**src/rtl/seg7_pkg.sv**
```systemverilog
// seg7_pkg: shared seven-segment patterns and hex decode function.
// Patterns are active-low {a,b,c,d,e,f,g}, bit 6 = a; a 0 lights the segment.
package seg7_pkg;
    localparam logic [6:0] SEG_0     = 7'b0000001;
    localparam logic [6:0] SEG_1     = 7'b1001111;
    localparam logic [6:0] SEG_2     = 7'b0010010;
    localparam logic [6:0] SEG_3     = 7'b0000110;
    localparam logic [6:0] SEG_4     = 7'b1001100;
    localparam logic [6:0] SEG_5     = 7'b0100100;
    localparam logic [6:0] SEG_6     = 7'b0100000;
    localparam logic [6:0] SEG_7     = 7'b0001111;
    localparam logic [6:0] SEG_8     = 7'b0000000;
    localparam logic [6:0] SEG_9     = 7'b0000100;
    localparam logic [6:0] SEG_A     = 7'b0001000;
    localparam logic [6:0] SEG_B     = 7'b1100000;
    localparam logic [6:0] SEG_C     = 7'b0110001;
    localparam logic [6:0] SEG_D     = 7'b1000010;
    localparam logic [6:0] SEG_E     = 7'b0110000;
    localparam logic [6:0] SEG_F     = 7'b0111000;
    localparam logic [6:0] SEG_BLANK = 7'b1111111;

    function automatic logic [6:0] hex_to_seg(input logic [3:0] nibble);
        case (nibble)
            4'h0: return SEG_0;
            4'h1: return SEG_1;
            4'h2: return SEG_2;
            4'h3: return SEG_3;
            4'h4: return SEG_4;
            4'h5: return SEG_5;
            4'h6: return SEG_6;
            4'h7: return SEG_7;
            4'h8: return SEG_8;
            4'h9: return SEG_9;
            4'hA: return SEG_A;
            4'hB: return SEG_B;
            4'hC: return SEG_C;
            4'hD: return SEG_D;
            4'hE: return SEG_E;
            default: return SEG_F;
        endcase
    endfunction
endpackage

```
**src/rtl/seg7_hex_decode.sv**
```systemverilog
// seg7_hex_decode: combinational hex nibble to active-low segment pattern.
// Ports: nibble (4-bit hex digit in), pattern (7-bit active-low {a..g} out).
module seg7_hex_decode
    import seg7_pkg::*;
(
    input  logic [3:0] nibble,
    output logic [6:0] pattern
);
    assign pattern = hex_to_seg(nibble);
endmodule

```
**src/rtl/seg7_scan_driver.sv**
```systemverilog
// seg7_scan_driver: N-digit multiplexed seven-segment driver with blank, blink, dp and dead time.
// Ports: clk, rst (sync active-high), en (display enable), digits_in (nibble per digit, MS nibble = digit 0),
// dp_in/blank_in/blink_in (per digit, bit N-1-i = digit i), segments/dp_out/anode_active (registered pins),
// frame_tick (pulse on the scan edge that wraps back to digit 0).
module seg7_scan_driver
    import seg7_pkg::*;
#(
    parameter int NUM_DIGITS       = 4,
    parameter int REFRESH_DIV      = 100000,
    parameter int DEAD_CYCLES      = 16,
    parameter int BLINK_FRAMES     = 125,
    parameter int SEG_ACTIVE_LOW   = 1,
    parameter int ANODE_ACTIVE_LOW = 1
) (
    input  logic                    clk,
    input  logic                    rst,
    input  logic                    en,
    input  logic [4*NUM_DIGITS-1:0] digits_in,
    input  logic [NUM_DIGITS-1:0]   dp_in,
    input  logic [NUM_DIGITS-1:0]   blank_in,
    input  logic [NUM_DIGITS-1:0]   blink_in,
    output logic [6:0]              segments,
    output logic                    dp_out,
    output logic [NUM_DIGITS-1:0]   anode_active,
    output logic                    frame_tick
);
    localparam int CW = REFRESH_DIV > 1 ? $clog2(REFRESH_DIV) : 1;
    localparam int IW = $clog2(NUM_DIGITS);
    localparam int FW = BLINK_FRAMES > 1 ? $clog2(BLINK_FRAMES) : 1;
    // XOR masks that turn internal active-high/active-low patterns into pin levels
    localparam logic [6:0]            SEG_INV = SEG_ACTIVE_LOW != 0 ? 7'h00 : 7'h7f;
    localparam logic [6:0]            SEG_OFF = SEG_BLANK ^ SEG_INV;
    localparam logic                  DP_OFF  = SEG_ACTIVE_LOW != 0;
    localparam logic [NUM_DIGITS-1:0] AN_OFF  = ANODE_ACTIVE_LOW != 0 ? '1 : '0;

    logic [CW-1:0]         cnt;
    logic [IW-1:0]         idx, sel;
    logic [FW-1:0]         frame_cnt;
    logic                  blink_phase, slot_end, frame_end, blink_wrap, lit;
    logic [3:0]            nibble;
    logic [6:0]            pattern;
    logic [NUM_DIGITS-1:0] onehot;

    // digit i lives at bit position NUM_DIGITS-1-i of every per-digit bus
    assign sel        = IW'(NUM_DIGITS - 1) - idx;
    assign nibble     = digits_in[{sel, 2'b00} +: 4];
    assign lit        = en && !blank_in[sel] && !(blink_in[sel] && blink_phase);
    assign slot_end   = cnt == CW'(REFRESH_DIV - 1);
    assign frame_end  = slot_end && idx == IW'(NUM_DIGITS - 1);
    assign blink_wrap = frame_cnt == FW'(BLINK_FRAMES - 1);
    assign onehot     = lit && cnt >= CW'(DEAD_CYCLES) ? NUM_DIGITS'(1) << sel : '0;

    seg7_hex_decode u_decode (.nibble(nibble), .pattern(pattern));

    always_ff @(posedge clk) begin
        if (rst) begin
            cnt          <= '0;
            idx          <= '0;
            frame_cnt    <= '0;
            blink_phase  <= 1'b0;
            frame_tick   <= 1'b0;
            segments     <= SEG_OFF;
            dp_out       <= DP_OFF;
            anode_active <= AN_OFF;
        end else begin
            cnt          <= en && !slot_end ? cnt + 1'b1 : '0;
            idx          <= !en || frame_end ? '0 : slot_end ? idx + 1'b1 : idx;
            frame_tick   <= en && frame_end;
            frame_cnt    <= en && frame_end ? (blink_wrap ? '0 : frame_cnt + 1'b1) : frame_cnt;
            blink_phase  <= blink_phase ^ (en && frame_end && blink_wrap);
            segments     <= lit ? pattern ^ SEG_INV : SEG_OFF;
            dp_out       <= (lit && dp_in[sel]) ^ DP_OFF;
            anode_active <= onehot ^ AN_OFF;
        end
    end
endmodule

```
**config.mk**
```make
export PLATFORM = sky130hd
export DESIGN_NAME = seg7_scan_driver
export DESIGN_NICKNAME = d
export VERILOG_FILES = /design/src/rtl/seg7_pkg.sv /design/src/rtl/seg7_hex_decode.sv /design/src/rtl/seg7_scan_driver.sv
export SDC_FILE = /design/constraint.sdc
export NUM_CORES = 1
export LEC_CHECK = 0
export CAP_MARGIN = 40
export CORE_MARGIN = 2
export CORE_UTILIZATION = 47
export DETAILED_ROUTE_END_ITERATION = 10
export MAX_ROUTING_LAYER = met4
export PLACE_DENSITY_LB_ADDON = 0.25
export SYNTH_ARGS = -nofsm -noshare
export SYNTH_HDL_FRONTEND = slang
export SYNTH_HIERARCHICAL = 1
export SYNTH_SLANG_ARGS = --single-unit
```
**constraint.sdc**
```tcl
create_clock -name clk -period 2.3 [get_ports clk]
set_input_delay 0.69 -clock clk [delete_from_list [all_inputs] [get_ports clk]]
set_output_delay 0.69 -clock clk [all_outputs]
set_load 0.01 [all_outputs]
```
==> summary.md, run 1 <==
| Metric | Value |
|---|---|
| CTS tree | yes |
| Layout Skew | 5.847 ps |
| Total wire length | 4807 um |
| Die area | 5370 um2 |
| Synth warn | 6 |
| Comb pwr share | 0.121 |
| Worst vdd ir | 0.3410 mV |
| Hold Vio Cnt, Final | 0 |
| Wirelength per Cell | 13.81 um |
| Post-Syn Area per Cell | 9.479 um2 |
| Antenna Nets Post-Route | 0 |
| First-pass GRT wire length | 8169 um |
| Filler cell count in the final layout | 407 |
| Initial antenna violation count | 0 |
| R2R Setup Slk | 240 ps |
| Max Fclk | 436.2 MHz |
| Final period util | 0.9968 |
| DRT iter0 DRCs | 112 |
| Hold_buf cts | 0 |
| # DRC | 0 |
| Sequential share of power | 0.540 |
| CTS root buffer | clkbuf_8 |
| Die Wd | 73.28 um |
| Clock Sinks | 40 |
| Final Core Density | 0.6268 |
| Count of port buffers added during placement | 43 |
| Clk network pwr share | 0.339 |
| Min-delay worst type | flop to flop |
| Cell Rows | 25 |
| Worst-margin pin slew | 679.3 ps |
| Initial Util | 0.4840 |
| Post-Layout Inst Area | 2922 um2 |
| Share of cells above drive strength 1 | 0.1565 |
| Cell variety after synth | 43 |
| GRT overflow | 0 |
| Crit path DAT | 2480 ps |
| Final Net Count | 340 |
| Most frequent cells in the layout | dfxtp_1, clkdlybuf4s50_1, nand2_1, nor2_1 |
| Crit path launch type | primary input |
| Vias | 1925 |
| Vias/cell | 5.532 |
| Die Height | 73.28 um |
| TNS Setup | 0 ps |
| Hold slack | 481.3 ps |
| Reg clk slew, reported paths | 70 ps |
| Gpl congestion | 0.8985 |
| CTS H-tree lvls | 2 |
| WS Path Type | primary input to flop |
| Status | completed |
| Post-DP HPWL | 3612 um |
| Diodes inserted | 0 |
| Gr usage total | 0.2026 |
| Commonest non-fill, non-tap cell in the layout | dfxtp_1 |
| Pwr/cell area | 444.3 nW/um2 |
| Max_slew headroom | 0.5471 |
| Ys async rst share | 0 |
| Crit path required time | 2490 ps |
| Max-Cap Viols | 0 |
| Final setup fails | 0 |
| Post-synth EDFFs | 0 |
| Total CTS buffers | 5 |
| Vias in the first global route | 1828 |
| Core area | 4661 um2 |
| Switching Share | 0.2256 |
| CTS Buffer Depth | 2 |
| Final Max Tran Viols | 0 |
| Largest net degree at the start of global routing | 18 |
| Area growth, synth to finish | 29.51% |
| Cell Area, Synth | 2256 um2 |
| Switching power | 0.2928 mW |
| Clk Latency, worst-skew pair | 290 ps |
| Crit Path Max Fanout | 5 |
| Predominant post-synthesis flop cell | dfxtp_1 |
| CP Capture Type | flop |
| Minimum clock period | 2293 ps |
| TritonRoute pass-1 iters | 4 |
| Net Count, Synth | 284 |
| I/O pins | 44 |
| Mapped Cells | 238 |
| Cell Int Power | 1.005 mW |
| Cell Area, Placed | 2801 um2 |
| Seq cells post-synth | 40 |
| Seq/Total Area, Yosys | 0.3550 |
| Leak | 1.100 nW |
## cell type report
| cell class | instances | area [um2] | area share |
|---|---|---|---|
| clock buffer | 6 | 72.57 | 0.02484 |
| clock inverter | 1 | 5.005 | 0.001713 |
| inverter | 11 | 41.29 | 0.01413 |
| multi-input combinational | 177 | 1371 | 0.4694 |
| sequential | 40 | 800.8 | 0.2741 |
| tap | 54 | 67.56 | 0.02313 |
| timing repair buffer | 59 | 563.0 | 0.1927 |
## through the flow
| stage | setup slack, ps | std cells | total power [mW] |
|---|---|---|---|
| after floorplan | 83.55 | 238 | 0.7854 |
| after global placement | -283.6 | 340 | 0.8678 |
| after detailed placement | -321.9 | 340 | 0.8698 |
| after CTS | 8.629 | 348 | 1.310 |
| after global routing | -13.45 | 348 | 1.361 |
| final | 7.262 | 348 | 1.298 |
## layer usage
layer	GRT usage	up-vias	routed length (um)
li1	-	966	-
met1	0.2478	900	2154
met2	0.3253	57	2294
met3	0.06036	2	332
met4	0.05556	0	25
met5	-	-	0
## worst max-delay path, stage by stage
cell             delay (ps)
clkdlybuf4s50_1         400
mux4_2                  530
ha_1                    250
mux4_2                  470
nand2b_4                150
## power groups by stage
| stage | registers (mW) | clock network, mW | logic, mW |
|---|---|---|---|
| 4_1_cts | 0.701 | 0.455 | 0.154 |
| 6_report | 0.701 | 0.440 | 0.157 |
| 3_3_place_gp | 0.717 | 0 | 0.150 |
| 2_1_floorplan | 0.721 | 0 | 0.0647 |
| 3_5_place_dp | 0.717 | 0 | 0.152 |
| 5_1_grt | 0.702 | 0.488 | 0.172 |
## cell usage after synthesis (2+ instances only)
cell	n	area (um2)
dfxtp_1	40	800.8
inv_1	11	41.29
buf_6	3	33.78
o21ai_0	9	45.04
mux4_2	8	180.2
o31ai_1	5	37.54
and2_1	2	12.51
or4_1	9	67.56
nand2b_1	10	62.56
clkbuf_1	5	18.77
a21boi_0	2	15.01
and3_1	3	18.77
nand3_1	7	35.03
nand2_1	18	67.56
and4_1	5	43.79
ha_1	15	187.7
nand3_2	2	20.02
o21ai_1	2	10.01
mux2i_1	6	60.06
xor2_1	5	43.79
xnor2_1	6	52.55
nand4_1	4	25.02
nor3_1	5	25.02
a21oi_1	16	80.08
or3_1	5	31.28
nor2_1	18	67.56
## logic make-up after synthesis
logic type | count (synthesis) | synth area share
adders and majority gates | 15 | 0.08319
buffers and inverters | 21 | 0.04714
AOI/OAI and AO/OA | 41 | 0.1154
xor gates and xnor gates | 11 | 0.04271
DFF | 40 | 0.3550
and+or+nand+nor | 96 | 0.2501
muxes | 14 | 0.1065
## path summary, 6_finish.rpt
path,start,endpoint,cells after the start
setup reg to reg,cnt[1]$_SDFF_PP0_,blink_phase$_SDFF_PP0_,6
hold reg to reg,frame_cnt[5]$_SDFFE_PP0P_,frame_cnt[5]$_SDFFE_PP0P_,2
setup / recovery,digits_in[12],segments[3]$_SDFF_PP1_,5
hold / removal,frame_cnt[5]$_SDFFE_PP0P_,frame_cnt[5]$_SDFFE_PP0P_,2
## state kept, by name, indices dropped and copies added (netlist names)
register	cells
blink_phase	1
cnt	17
segments	7
dp_out	1
anode_active	4
frame_cnt	7
frame_tick	1
idx	2
## repair_timing
action	in CTS	in global routing
resized for setup	0	11
buffers inserted	1	0
endpoints found under the setup margin	1	1
cloned	0	0
pin swaps	0	1
Power figures use the tool's default switching activity.
==> run 2: changes to the inputs <==
Settings changed: CAP_MARGIN 40 to not set, CORE_ASPECT_RATIO set to 0.5.
==> summary.md, run 2 (same netlist as run 1, synthesis figures left out) <==
| Metric | Value |
|---|---|
| Status | completed |
| Vias/cell | 5.307 (-4.1%) |
| Commonest non-fill, non-tap cell in the layout | dfxtp_1 |
| Max-Cap Viols | 0 (unchanged) |
| Post-CTS Setup Bufs | 0 (-1) |
| Layout Skew | 4.238 ps (-1.609 ps) |
| Pwr/cell area | 479.9 nW/um2 (+8.0%) |
| Crit path required time | 2490 ps (about the same) |
| TNS Setup | 0 ps (unchanged) |
| Worst-margin pin slew | 517.4 ps (-161.9 ps) |
| Crit path launch type | primary input |
| CTS H-tree lvls | 2 (unchanged) |
| Leak | 1.121 nW (+1.9%) |
| Core area | 4509 um2 (-3.2%) |
| Final Max Tran Viols | 0 (unchanged) |
| Area growth, synth to finish | 31.89% |
| Final Net Count | 340 (unchanged) |
| Max reg flops | 17 (unchanged) |
| Minimum clock period | 2261 ps (-31.74 ps) |
| Crit Path Max Fanout | 5 (unchanged) |
| Initial Util | 0.5003 (+0.01625) |
| Clk Latency, worst-skew pair | 290 ps (about the same) |
| Reg clk slew, reported paths | 80 ps (about the same) |
| CTS Buffer Depth | 2 (unchanged) |
| Cell Rows | 17 (-32%) |
| Vias in the first global route | 1799 (-1.6%) |
| Post-Layout Inst Area | 2975 um2 (+1.8%) |
| Clock Sinks | 40 (unchanged) |
| Gr usage total | 0.1978 (-0.004808) |
| CP Capture Type | flop |
| First-pass GRT wire length | 7914 um (-3.1%) |
| GRT overflow | 0 (unchanged) |
| Count of port buffers added during placement | 43 (unchanged) |
| I/O pins | 44 (unchanged) |
| Crit path DAT | 2460 ps (-20 ps) |
| Total CTS buffers | 5 (unchanged) |
| Final setup fails | 0 (unchanged) |
| Largest net degree at the start of global routing | 19 (+1) |
| Cell Area, Placed | 2824 um2 (+0.80%) |
| Post-DP HPWL | 3685 um (+2.0%) |
| Top reg by flops | cnt |
| Max Fclk | 442.3 MHz (+1.4%) |
| Hold slack | 477.2 ps (-4.088 ps) |
| CTS tree | yes |
| DRT iter0 DRCs | 47 (-58%) |
| TritonRoute pass-1 iters | 4 (unchanged) |
| Final period util | 0.9830 (-0.01380) |
| Gpl congestion | 0.8176 (-9.0%) |
| Diodes inserted | 0 (unchanged) |
| Vias | 1916 (-0.47%) |
| Initial antenna violation count | 0 (unchanged) |
| Antenna Nets Post-Route | 0 (unchanged) |
| Worst vdd ir | 0.2502 mV (-27%) |
| Die Height | 52.99 um (-28%) |
| Filler cell count in the final layout | 367 (-9.8%) |
| WS Path Type | primary input to flop |
| Min-delay worst type | flop to flop |
| Most frequent cells in the layout | dfxtp_1, clkdlybuf4s50_1, nand2_1, nor2_1 |
| Total wire length | 4758 um (-1.0%) |
| CTS root buffer | clkbuf_8 |
| Wirelength per Cell | 13.18 um (-4.6%) |
| Top Registers | cnt (17), frame_cnt (7), segments (7) |
| # DRC | 0 (unchanged) |
| Die area | 5404 um2 (+0.63%) |
| Die Wd | 102.0 um (+39%) |
| Max_slew headroom | 0.6524 (+0.1053) |
| Share of cells above drive strength 1 | 0.1661 (+0.009639) |
| Hold Vio Cnt, Final | 0 (unchanged) |
==> run 2: routing by layer <==
metal  vias up  global-route usage  part of all wire
met5         -                   -                 0
met3         9             0.04359             0.041
met1       892              0.2228              0.46
met4         0             0.07333             0.016
met2        39              0.3531              0.49
li1        976                   -                 -
==> run 2: critical path, cell delays in order <==
cell	delay (ps)
clkdlybuf4s50_1	450
mux4_2	300
inv_2	70
buf_4	150
ha_1	200
mux4_2	450
nand2b_4	140
==> run 2: path summary, 6_finish.rpt <==
kind / to / slack [ps] / cells after the start / startpoint
setup / recovery: segments[3]$_SDFF_PP1_ / 40 / 7 / digits_in[8]
hold / removal: frame_cnt[6]$_SDFFE_PP0P_ / 480 / 2 / frame_cnt[6]$_SDFFE_PP0P_
hold reg to reg: frame_cnt[6]$_SDFFE_PP0P_ / 480 / 2 / frame_cnt[6]$_SDFFE_PP0P_
setup reg to reg: segments[3]$_SDFF_PP1_ / 240 / 6 / idx[0]$_SDFFE_PP0N_
==> run 2: final cells by class <==
cell class	instances	area, um2	area share
timing repair buffer	59	565.5	0.1901
sequential	40	800.8	0.2691
clock buffer	5	68.82	0.02313
inverter	11	41.29	0.01388
clock inverter	3	42.54	0.01430
multi-input combinational	177	1374	0.4617
tap	66	82.58	0.02775
==> run 2: metrics by stage <==
stage	std cells	setup slack, ps	power (mW)	utilization
after floorplan	238	83.55	0.7854	-
after global placement	353	-283.8	0.8671	0.6262
after detailed placement	353	-313.9	0.8713	0.6262
after CTS	361	4.085	1.446	0.6509
after global routing	361	-6.586	1.481	0.6598
final	361	39.00	1.428	0.6598
==> run 2: power by group <==
group | switching [mW] | internal, mW
Sequential | 0.00315 | 0.699
Combinational | 0.0575 | 0.0989
Clock | 0.249 | 0.321
Total | 0.309 | 1.12
==> run 2: what timing repair did <==
action | in CTS | in global routing
pin swaps | 0 | 1
resized for setup | 1 | 12
endpoints found under the setup margin | 1 | 1
hold buffers | 0 | 0
